`config.mk`:
```
export PLATFORM = sky130hd
export DESIGN_NAME = uart_rx_fifo_wr_flat
export DESIGN_NICKNAME = d
export VERILOG_FILES = /design/src/rtl/uart_rx_fifo_wr_if.sv /design/src/rtl/uart_rx_fifo_wr.sv /design/src/flat_wrapper.sv
export SDC_FILE = /design/constraint.sdc
export NUM_CORES = 1
export LEC_CHECK = 0
export BUFFER_PORTS_ARGS = -buffer_cell sky130_fd_sc_hd__buf_2
export CORE_MARGIN = 5
export CORE_UTILIZATION = 25
export CTS_CLUSTER_SIZE = 28
export DETAILED_ROUTE_END_ITERATION = 7
export GPL_TIMING_DRIVEN = 0
export PLACE_DENSITY = 0.51
export SLEW_MARGIN = 20
export SYNTH_ARGS = -nofsm -noshare
export SYNTH_HDL_FRONTEND = slang
export SYNTH_SLANG_ARGS = --single-unit
export TNS_END_PERCENT = 100
```
`constraint.sdc`:
```
create_clock -name s_clk -period 4.8 [get_ports s_clk]
set_input_delay 0.72 -clock s_clk [delete_from_list [all_inputs] [get_ports s_clk]]
set_output_delay 0.72 -clock s_clk [all_outputs]
set_load 0.005 [all_outputs]
```
`src/rtl/uart_rx_fifo_wr_if.sv`:
```
// Write-side bundle between the UART receiver and the downstream write FIFO,
// together with the receiver's status pulses.
interface uart_rx_fifo_wr_if;
  logic       wfifo_full;
  logic       wfifo_wr_en;
  logic [7:0] wfifo_wr_data;
  logic       frame_err;
  logic       ovf_flag;

  modport master (
    input  wfifo_full,
    output wfifo_wr_en,
    output wfifo_wr_data,
    output frame_err,
    output ovf_flag
  );

  modport slave (
    output wfifo_full,
    input  wfifo_wr_en,
    input  wfifo_wr_data,
    input  frame_err,
    input  ovf_flag
  );
endinterface

```
`src/rtl/uart_rx_fifo_wr.sv`:
```
// UART 8N1 receiver that pushes each good byte into a write FIFO.
// Optional stop-bit checking is enabled by defining UART_RX_STOP_CHK_EN;
// without it every stop sample counts as valid and frame_err stays 0.
//
// state | meaning
// ------+-----------------------------------------------------------
// IDLE  | waiting for a falling edge on the synchronized line
// START | running to mid start bit; line high there means glitch
// DATA  | sampling 8 data bits, one per bit-period tick, LSB first
// STOP  | sampling the stop bit on the next tick, then back to IDLE
module uart_rx_fifo_wr #(
  parameter int unsigned BAND_TIME = 5207
) (
  input  logic               s_clk,
  input  logic               s_rst,
  input  logic               data_rx,
  uart_rx_fifo_wr_if.master  wfifo
);

  localparam logic [12:0] TC   = 13'(BAND_TIME);
  localparam logic [12:0] HALF = 13'(BAND_TIME / 2);

  typedef enum logic [1:0] {IDLE, START, DATA, STOP} state_t;

  state_t      state, state_nxt;
  logic        rx_s1, rx_s2, rx_h;
  logic [12:0] baud_cnt;
  logic [2:0]  bit_cnt;
  logic [7:0]  shift_q;
  logic        start_edge, tick, half_hit, stop_ok;
  logic        cnt_clr, cnt_inc, shift_en, stop_smp;
  logic        wr_en_q, ovf_q;
  logic [7:0]  wr_data_q;

  assign start_edge = ~rx_s2 & rx_h;
  assign tick       = (baud_cnt == TC);
  assign half_hit   = (baud_cnt == HALF);

`ifdef UART_RX_STOP_CHK_EN
  assign stop_ok = rx_s2;
`else
  assign stop_ok = 1'b1;
`endif

  // Two-stage synchronizer plus history stage; resets to idle-high.
  always_ff @(posedge s_clk) begin
    if (s_rst) begin
      rx_s1 <= 1'b1;
      rx_s2 <= 1'b1;
      rx_h  <= 1'b1;
    end else begin
      rx_s1 <= data_rx;
      rx_s2 <= rx_s1;
      rx_h  <= rx_s2;
    end
  end

  // FSM state register.
  always_ff @(posedge s_clk) begin
    if (s_rst) state <= IDLE;
    else       state <= state_nxt;
  end

  // Next-state decode.
  always_comb begin
    state_nxt = state;
    case (state)
      IDLE:  if (start_edge) state_nxt = START;
      START: if (half_hit)   state_nxt = rx_s2 ? IDLE : DATA;
      DATA:  if (tick && (bit_cnt == 3'd7)) state_nxt = STOP;
      STOP:  if (tick)       state_nxt = IDLE;
      default:               state_nxt = IDLE;
    endcase
  end

  // Per-state datapath controls.
  always_comb begin
    cnt_clr  = 1'b0;
    cnt_inc  = 1'b0;
    shift_en = 1'b0;
    stop_smp = 1'b0;
    case (state)
      IDLE:  cnt_clr = start_edge;
      START: if (half_hit) cnt_clr = 1'b1; else cnt_inc = 1'b1;
      DATA: begin
        if (tick) begin
          cnt_clr  = 1'b1;
          shift_en = 1'b1;
        end else begin
          cnt_inc  = 1'b1;
        end
      end
      STOP: begin
        if (tick) begin
          cnt_clr  = 1'b1;
          stop_smp = 1'b1;
        end else begin
          cnt_inc  = 1'b1;
        end
      end
      default: cnt_clr = 1'b1;
    endcase
  end

  // Baud counter, bit counter and LSB-first shift register.
  always_ff @(posedge s_clk) begin
    if (s_rst) begin
      baud_cnt <= '0;
      bit_cnt  <= '0;
      shift_q  <= '0;
    end else begin
      if (cnt_clr)      baud_cnt <= '0;
      else if (cnt_inc) baud_cnt <= baud_cnt + 13'd1;
      if (shift_en) begin
        shift_q <= {rx_s2, shift_q[7:1]};
        bit_cnt <= bit_cnt + 3'd1;
      end
    end
  end

  // Write strobe / overflow pulse, registered one cycle after the stop sample.
  always_ff @(posedge s_clk) begin
    if (s_rst) begin
      wr_en_q   <= 1'b0;
      ovf_q     <= 1'b0;
      wr_data_q <= '0;
    end else begin
      wr_en_q <= stop_smp & stop_ok & ~wfifo.wfifo_full;
      ovf_q   <= stop_smp & stop_ok &  wfifo.wfifo_full;
      if (stop_smp & stop_ok & ~wfifo.wfifo_full) wr_data_q <= shift_q;
    end
  end

`ifdef UART_RX_STOP_CHK_EN
  logic ferr_q;

  // Frame error pulse when the stop sample reads low.
  always_ff @(posedge s_clk) begin
    if (s_rst) ferr_q <= 1'b0;
    else       ferr_q <= stop_smp & ~rx_s2;
  end

  assign wfifo.frame_err = ferr_q;
`else
  assign wfifo.frame_err = 1'b0;
`endif

  assign wfifo.wfifo_wr_en   = wr_en_q;
  assign wfifo.wfifo_wr_data = wr_data_q;
  assign wfifo.ovf_flag      = ovf_q;

endmodule

```
`src/flat_wrapper.sv`:
```
// flat-port wrapper written by rule: the top's interface ports become plain ports
module uart_rx_fifo_wr_flat 
#(
  parameter int unsigned BAND_TIME = 5207
)
  (s_clk, s_rst, data_rx, wfifo_wfifo_full, wfifo_wfifo_wr_en, wfifo_wfifo_wr_data, wfifo_frame_err, wfifo_ovf_flag);
  uart_rx_fifo_wr_if wfifo_i ();
  input  logic s_clk;
  input  logic s_rst;
  input  logic data_rx;
  input wire logic [$bits(wfifo_i.wfifo_full)-1:0] wfifo_wfifo_full;
  output wire logic [$bits(wfifo_i.wfifo_wr_en)-1:0] wfifo_wfifo_wr_en;
  output wire logic [$bits(wfifo_i.wfifo_wr_data)-1:0] wfifo_wfifo_wr_data;
  output wire logic [$bits(wfifo_i.frame_err)-1:0] wfifo_frame_err;
  output wire logic [$bits(wfifo_i.ovf_flag)-1:0] wfifo_ovf_flag;
  assign wfifo_i.wfifo_full = wfifo_wfifo_full;
  assign wfifo_wfifo_wr_en = wfifo_i.wfifo_wr_en;
  assign wfifo_wfifo_wr_data = wfifo_i.wfifo_wr_data;
  assign wfifo_frame_err = wfifo_i.frame_err;
  assign wfifo_ovf_flag = wfifo_i.ovf_flag;
  uart_rx_fifo_wr #(.BAND_TIME(BAND_TIME)) u_core (.s_clk(s_clk), .s_rst(s_rst), .data_rx(data_rx), .wfifo(wfifo_i));
endmodule
```
; ---- Yosys cells after proc, flatten, opt, wreduce, memory -nomap -nowiden
; Index checks and enable logic that the tools add are counted.
[op_classes]
magnitude_cmp = 0
reduce_logical = 5
bitwise_logic = 5
multipliers = 0
n_eq_ne = 10
n_shift = 0
addsub = 2
div = 0
n_mux = 14
[ops]
columns = cell, n
row1 = adder 13 x 1 -> 13 bit (second input constant), 1
row2 = equality test 13 x 12 -> 1 bit (second input constant), 1
row3 = equality test 13 bit (second input constant), 1
row4 = two-way mux 2 bit, 5
row5 = inequality test 2 x 1 -> 1 bit (second input constant), 4
row6 = one-hot mux 2 bit (4 select lines), 1
row7 = two-way mux 1 bit, 6
row8 = equality test 2 bit (second input constant), 2
row9 = AND reduction 4 bit, 1
row10 = OR reduction 2 bit, 2
row11 = adder 3 x 1 -> 3 bit (second input constant), 1
row12 = AND 1 bit, 3
row13 = equality test 3 bit (second input constant), 1
row14 = one-hot mux 1 bit (3 select lines), 1
row15 = equality test 2 x 1 -> 1 bit (second input constant), 1
row16 = zero test 2 bit, 1
row17 = inverter 1 bit, 2
row18 = one-hot mux 1 bit (2 select lines), 1
row19 = logical AND 1 bit, 1
[word_totals]
rom_bits = 0
latch_bits = 0
output_inout_bits = 11
word_cells = 46
memories = 0
ram_bits = 0
reg_bits = 39

; ---- Logic depth before layout (Yosys ltp)
[depth]
depth_word = 4
depth_mapped = 7

; ---- Least setup slack after synthesis
; No wires, ideal clock.
[synth_path]
kind = register to register
startpoint = register u_core.baud_cnt[0]
endpoint = register u_core.wr_data_q[4] (netlist: u_core.wfifo.wfifo_wr_data[4])
setup_ns = 0.070
setup_slack_ns = 3.111
arrival_time_ns = 1.618
stages_incl_launch_ff = 8
cell_sequence = dfxtp_1 > ha_1 > nor3b_2 > and4_1 > buf_2 > buf_2 > nand3_1 > a21oi_1
[synth_between]
elab_chain_len = 4
[synth_lines]
columns = item, line
row1 = from (decl), uart_rx_fifo_wr.sv:27  ; logic [12:0] baud_cnt;
row2 = from (signal assigned), uart_rx_fifo_wr.sv:113  ; else if (cnt_inc) baud_cnt <= baud_cnt + 13'd1;
row3 = equality test 13 bit, uart_rx_fifo_wr.sv:36  ; assign tick = (baud_cnt == TC);
row4 = two-way mux 1 bit, uart_rx_fifo_wr.sv:94  ; if (tick) begin
row5 = two-way mux 1 bit, uart_rx_fifo_wr.sv:82  ; case (state)
row6 = AND 1 bit, uart_rx_fifo_wr.sv:130  ; if (stop_smp & stop_ok & ~wfifo.wfifo_full) wr_data_q <= shift_q;
row7 = to (signal assigned), uart_rx_fifo_wr.sv:130
row8 = to (decl), uart_rx_fifo_wr.sv:33  ; logic [7:0] wr_data_q;
; No other way between the ends.
; A chain may end at the register's enable or synchronous reset.

; ---- Final worst setup path
[layout_path]
startpoint = register u_core.baud_cnt[0]
endpoint = register u_core.baud_cnt[5]
[layout_between]
elab_chain_len = 4
word_cells_on_any_way = 10
cone_classes = add/sub (1) / eq/ne (2) / mux (6) / reduce/logical (1)
[layout_lines]
columns = item, line
row1 = equality test 13 bit / equality test 13 x 12 -> 1 bit (equally long branches), "uart_rx_fifo_wr.sv:36, uart_rx_fifo_wr.sv:37"
row2 = "two-way mux 1 bit, on equally long branches", "uart_rx_fifo_wr.sv:86, uart_rx_fifo_wr.sv:94, uart_rx_fifo_wr.sv:84"
row3 = one-hot mux 1 bit (3 select lines), uart_rx_fifo_wr.sv:82
row4 = OR reduction 2 bit (no line), n/a
; Several ways; a longest one is shown, not always the timed one.

==> impl_metrics.env <==
export IMPL_p_sw_share_pct=21.5
export IMPL_irDropWorstVdd_mv=0.0978
export IMPL_holdPathEnd="u_core.rx_s2"
export IMPL_whs_ns=0.421
export IMPL_routed_via_count=1568
export IMPL_synth_compound_area_share_pct=19.2
export IMPL_netlist_instances=208
export IMPL_start_util_pct=26.0
export IMPL_switchingPower_mw=0.133
export IMPL_tightest_slew_ns=0.782
export IMPL_synth_top_cell_area_share_pct=43.8
export IMPL_ys_warn_count=0
export IMPL_synth_top_family_by_area="simple AND/OR/NAND/NOR gates"
export IMPL_multi_input_area_sq_um=932
export IMPL_nNetsFinal=234
export IMPL_cp_start_kind="flip-flop"
export IMPL_clock_sinks=39
export IMPL_rsz0062_at_grt="false"
export IMPL_synthXorXnorAreaFrac_pct=3.44
export IMPL_rr_worst_depth=6
export IMPL_yosys_top_cells_area="dfxtp_1 44%, a21oi_1 7.3%, nand3_1 6.7%, o21ai_0 6.5%, xor2_1 2.9%"
export IMPL_overflow=0
export IMPL_port_buffers=12
export IMPL_vias_per_cell=4.84
export IMPL_hold_depth=1
export IMPL_pwr_density_cell_mw_per_mm2=297
export IMPL_synth_flop_cell="dfxtp_1"
export IMPL_max_cap_violations=0
export IMPL_rows=30
export IMPL_htreeDepth=2
export IMPL_p_leak_nw=0.698
export IMPL_dpl_instance_area_sq_mm=0.00196
export IMPL_regToRegEndpoint="u_core.baud_cnt[5]"
export IMPL_r2r_start="u_core.baud_cnt[0]"
export IMPL_diodes=0
export IMPL_slowest_delay_ns=0.42
export IMPL_ys_async_sr_fraction_pct=0
export IMPL_max_slew_margin_pct=47.4
export IMPL_wirelength_mm=4.20
export IMPL_final_area_sq_mm=0.00208
export IMPL_numCtsBuffers=5
export IMPL_synth_mux_area_share_pct=0
export IMPL_hold_viol=0
export IMPL_crit_path_top_delay_cell="clkbuf_1"
export IMPL_utilization_pct=30.2
export IMPL_finalWeightedCongestion=0.809
export IMPL_cp_arrival_ns=2.30
export IMPL_die_y_um=94.5
export IMPL_postSynthAreaPerCell_sq_um=8.57
export IMPL_gr_usage_met3_pct=1.83
export IMPL_synth_simple_area_share_pct=27.4
export IMPL_worstHoldStart="u_core.rx_s1"
export IMPL_dp_hpwl_mm=2.92
export IMPL_endpoint_kind="flip-flop"
export IMPL_drt_iter0_drc=133
export IMPL_fillers=742
export IMPL_p_int_mw=0.484
export IMPL_p_seq_share_pct=52.8
export IMPL_setup_tns_ns=0
export IMPL_yosys_area_top_type="dfxtp_1"
export IMPL_pwr_share_comb_pct=2.6
export IMPL_crit_required_ns=4.96
export IMPL_ios=15
export IMPL_regArea_sq_um=781
export IMPL_first_global_vias=1529
export IMPL_fp_dieW_um=94.5
export IMPL_cts_root_buf="clkbuf_8"
export IMPL_syn_nets=215
export IMPL_clock_skew_ns=0.0116
export IMPL_ctsLongestPathBuffers=2
export IMPL_cts_setup_buffers=0
export IMPL_coreArea_sq_mm=0.00687
export IMPL_reg2reg_slack_ns=2.65
export IMPL_hp_class="reg2reg"
export IMPL_area_growth_syn_to_layout_pct=16.4
export IMPL_clkSlewWorstSetupHoldPaths_ns=0.08
export IMPL_synth_edff_count=0
export IMPL_ys_types=44
export IMPL_fin_crit_ns=2.15
export IMPL_route_detailed_drc=0
export IMPL_setup_violations_final=0
export IMPL_grt_max_degree=14
export IMPL_yosysSeqAreaShare_pct=43.8
export IMPL_postCtsHoldBufs=0
export IMPL_critPathKind="reg2reg"
export IMPL_post_drt_wl_per_cell_um=13.0
export IMPL_maxSlewViolCount=0
export IMPL_busiest_layer="met2"
export IMPL_cts_resized=0
export IMPL_antenna_found_initial=0
export IMPL_dr_pass1_iters=4
export IMPL_syn_cell_area_sq_mm=0.00178
export IMPL_status="complete, no violations"
export IMPL_use_met2_pct=15.2
export IMPL_min_period_over_period_pct=44.7
export IMPL_synth_seq_cells=39
export IMPL_pwr_share_clk_pct=44.6
export IMPL_synth_adder_area_share_pct=2.11
export IMPL_grt_pass1_wl_mm=7.27
export IMPL_clk_latency_ns=0.29
export IMPL_crit_fanout=10
export IMPL_worstPathCellList="ha_1 > nor3b_2 > nand4_1 > nand4b_1 > clkbuf_1 > nor2_1"
export IMPL_ant_nets=0
export IMPL_drive_gt1_share_pct=14.0
export IMPL_use_met1_pct=14.0
export IMPL_fmax_mhz=466
export IMPL_cts_tree="yes"
export IMPL_die_area_sq_mm=0.00892
export IMPL_grtUsageTotal_pct=10.1
==> placed cells by master (no fill, tap or decap), types with 3 or more instances in the layout <==
master / netlist / final
dfxtp_1: 39 / 39
a21oi_1: 26 / 26
nand3_1: 24 / 24
o21ai_0: 23 / 23
buf_2: 2 / 14
clkbuf_1: 11 / 11
nor2_1: 10 / 10
nand2_1: 7 / 7
xor2_1: 6 / 6
nand4_1: 5 / 5
clkbuf_8: 0 / 5
nand2b_1: 4 / 4
or3_1: 4 / 4
or2_2: 3 / 3
nor3_1: 3 / 3
inv_1: 3 / 3
nor3b_1: 3 / 3
ha_1: 3 / 3
==> worst max-delay path by stage <==
| stage | startpoint | endpoint | cells past startpoint |
|---|---|---|---|
| floorplan | u_core.baud_cnt[0] | u_core.wfifo.wfifo_wr_data[4] | 7 |
| global placement | u_core.baud_cnt[0] | u_core.baud_cnt[6] | 6 |
| detailed placement | u_core.baud_cnt[0] | u_core.baud_cnt[7] | 6 |
| CTS | u_core.baud_cnt[0] | u_core.baud_cnt[5] | 6 |
| global route | u_core.baud_cnt[0] | u_core.baud_cnt[2] | 6 |
| finish | u_core.baud_cnt[0] | u_core.baud_cnt[5] | 6 |
==> synthesized netlist by cell type, types with 2 or more instances <==
cell type,instances
dfxtp_1,39
o21ai_0,23
nor3b_1,3
and4_1,2
nor3_1,3
nand3_1,24
nor2b_1,2
or2_2,3
xor2_1,6
nand2b_1,4
nand4_1,5
buf_2,2
nand2_1,7
or3_1,4
nand4b_1,2
and4bb_2,2
nand4bb_1,2
clkbuf_1,11
ha_1,3
a21oi_1,26
inv_1,3
nor2_1,10
==> area by class of cell <==
cell class                      instances  area share [%]
Clock inverter                          3            2.11
Clock buffer                            5            3.32
Multi-Input combinational cell        152            44.9
Buffer                                 14            2.83
Tap cell                               96            5.79
Timing Repair Buffer                   12            2.89
Inverter                                3           0.542
Sequential cell                        39            37.6
==> critical path: cells and delay by family, from the launching register on <==
family	cells	cell delay (ns)
simple gates	4	0.95
flops	1	0.37
fa+ha+maj	1	0.29
buf+inv	1	0.42
==> power by group through the flow <==
stage	registers (mW)	logic (mW)	clock network (mW)
2_1_floorplan	0.333	0.0109	0
3_3_place_gp	0.333	0.0166	0
3_5_place_dp	0.333	0.0165	0
4_1_cts	0.326	0.0165	0.287
5_1_grt	0.326	0.0183	0.300
6_report	0.326	0.0163	0.275
==> routing by layer <==
layer,wire [um],vias up
met2,1890,21
met5,0,-
met4,64,0
li1,-,799
met3,120,5
met1,2130,743
==> cell families after synthesis <==
group | count (synthesis)
compound gates | 60
simple gates | 81
xor+xnor | 7
flops | 39
buf+inv | 17
fa+ha+maj | 3
other cells | 1
==> through the flow <==
step	setup WS, ns	std cells	power [mW]
3_3_place_gp	2.62	316	0.350
3_5_place_dp	2.62	316	0.350
2_1_floorplan	3.11	208	0.344
5_1_grt	2.41	324	0.645
6_report	2.65	324	0.617
4_1_cts	2.62	324	0.630
==> sequential cells by signal, indices dropped and copies added, names as in the netlist, named ones only <==
name,cells
u_core.wfifo.ovf_flag,1
u_core.bit_cnt,3
u_core.rx_s1,1
u_core.state,1
u_core.baud_cnt,13
u_core.wfifo.wfifo_wr_data,8
u_core.shift_q,8
u_core.rx_s2,1
u_core.wfifo.wfifo_wr_en,1
u_core.rx_h,1
Note: power is estimated with default switching activity, not from simulation.
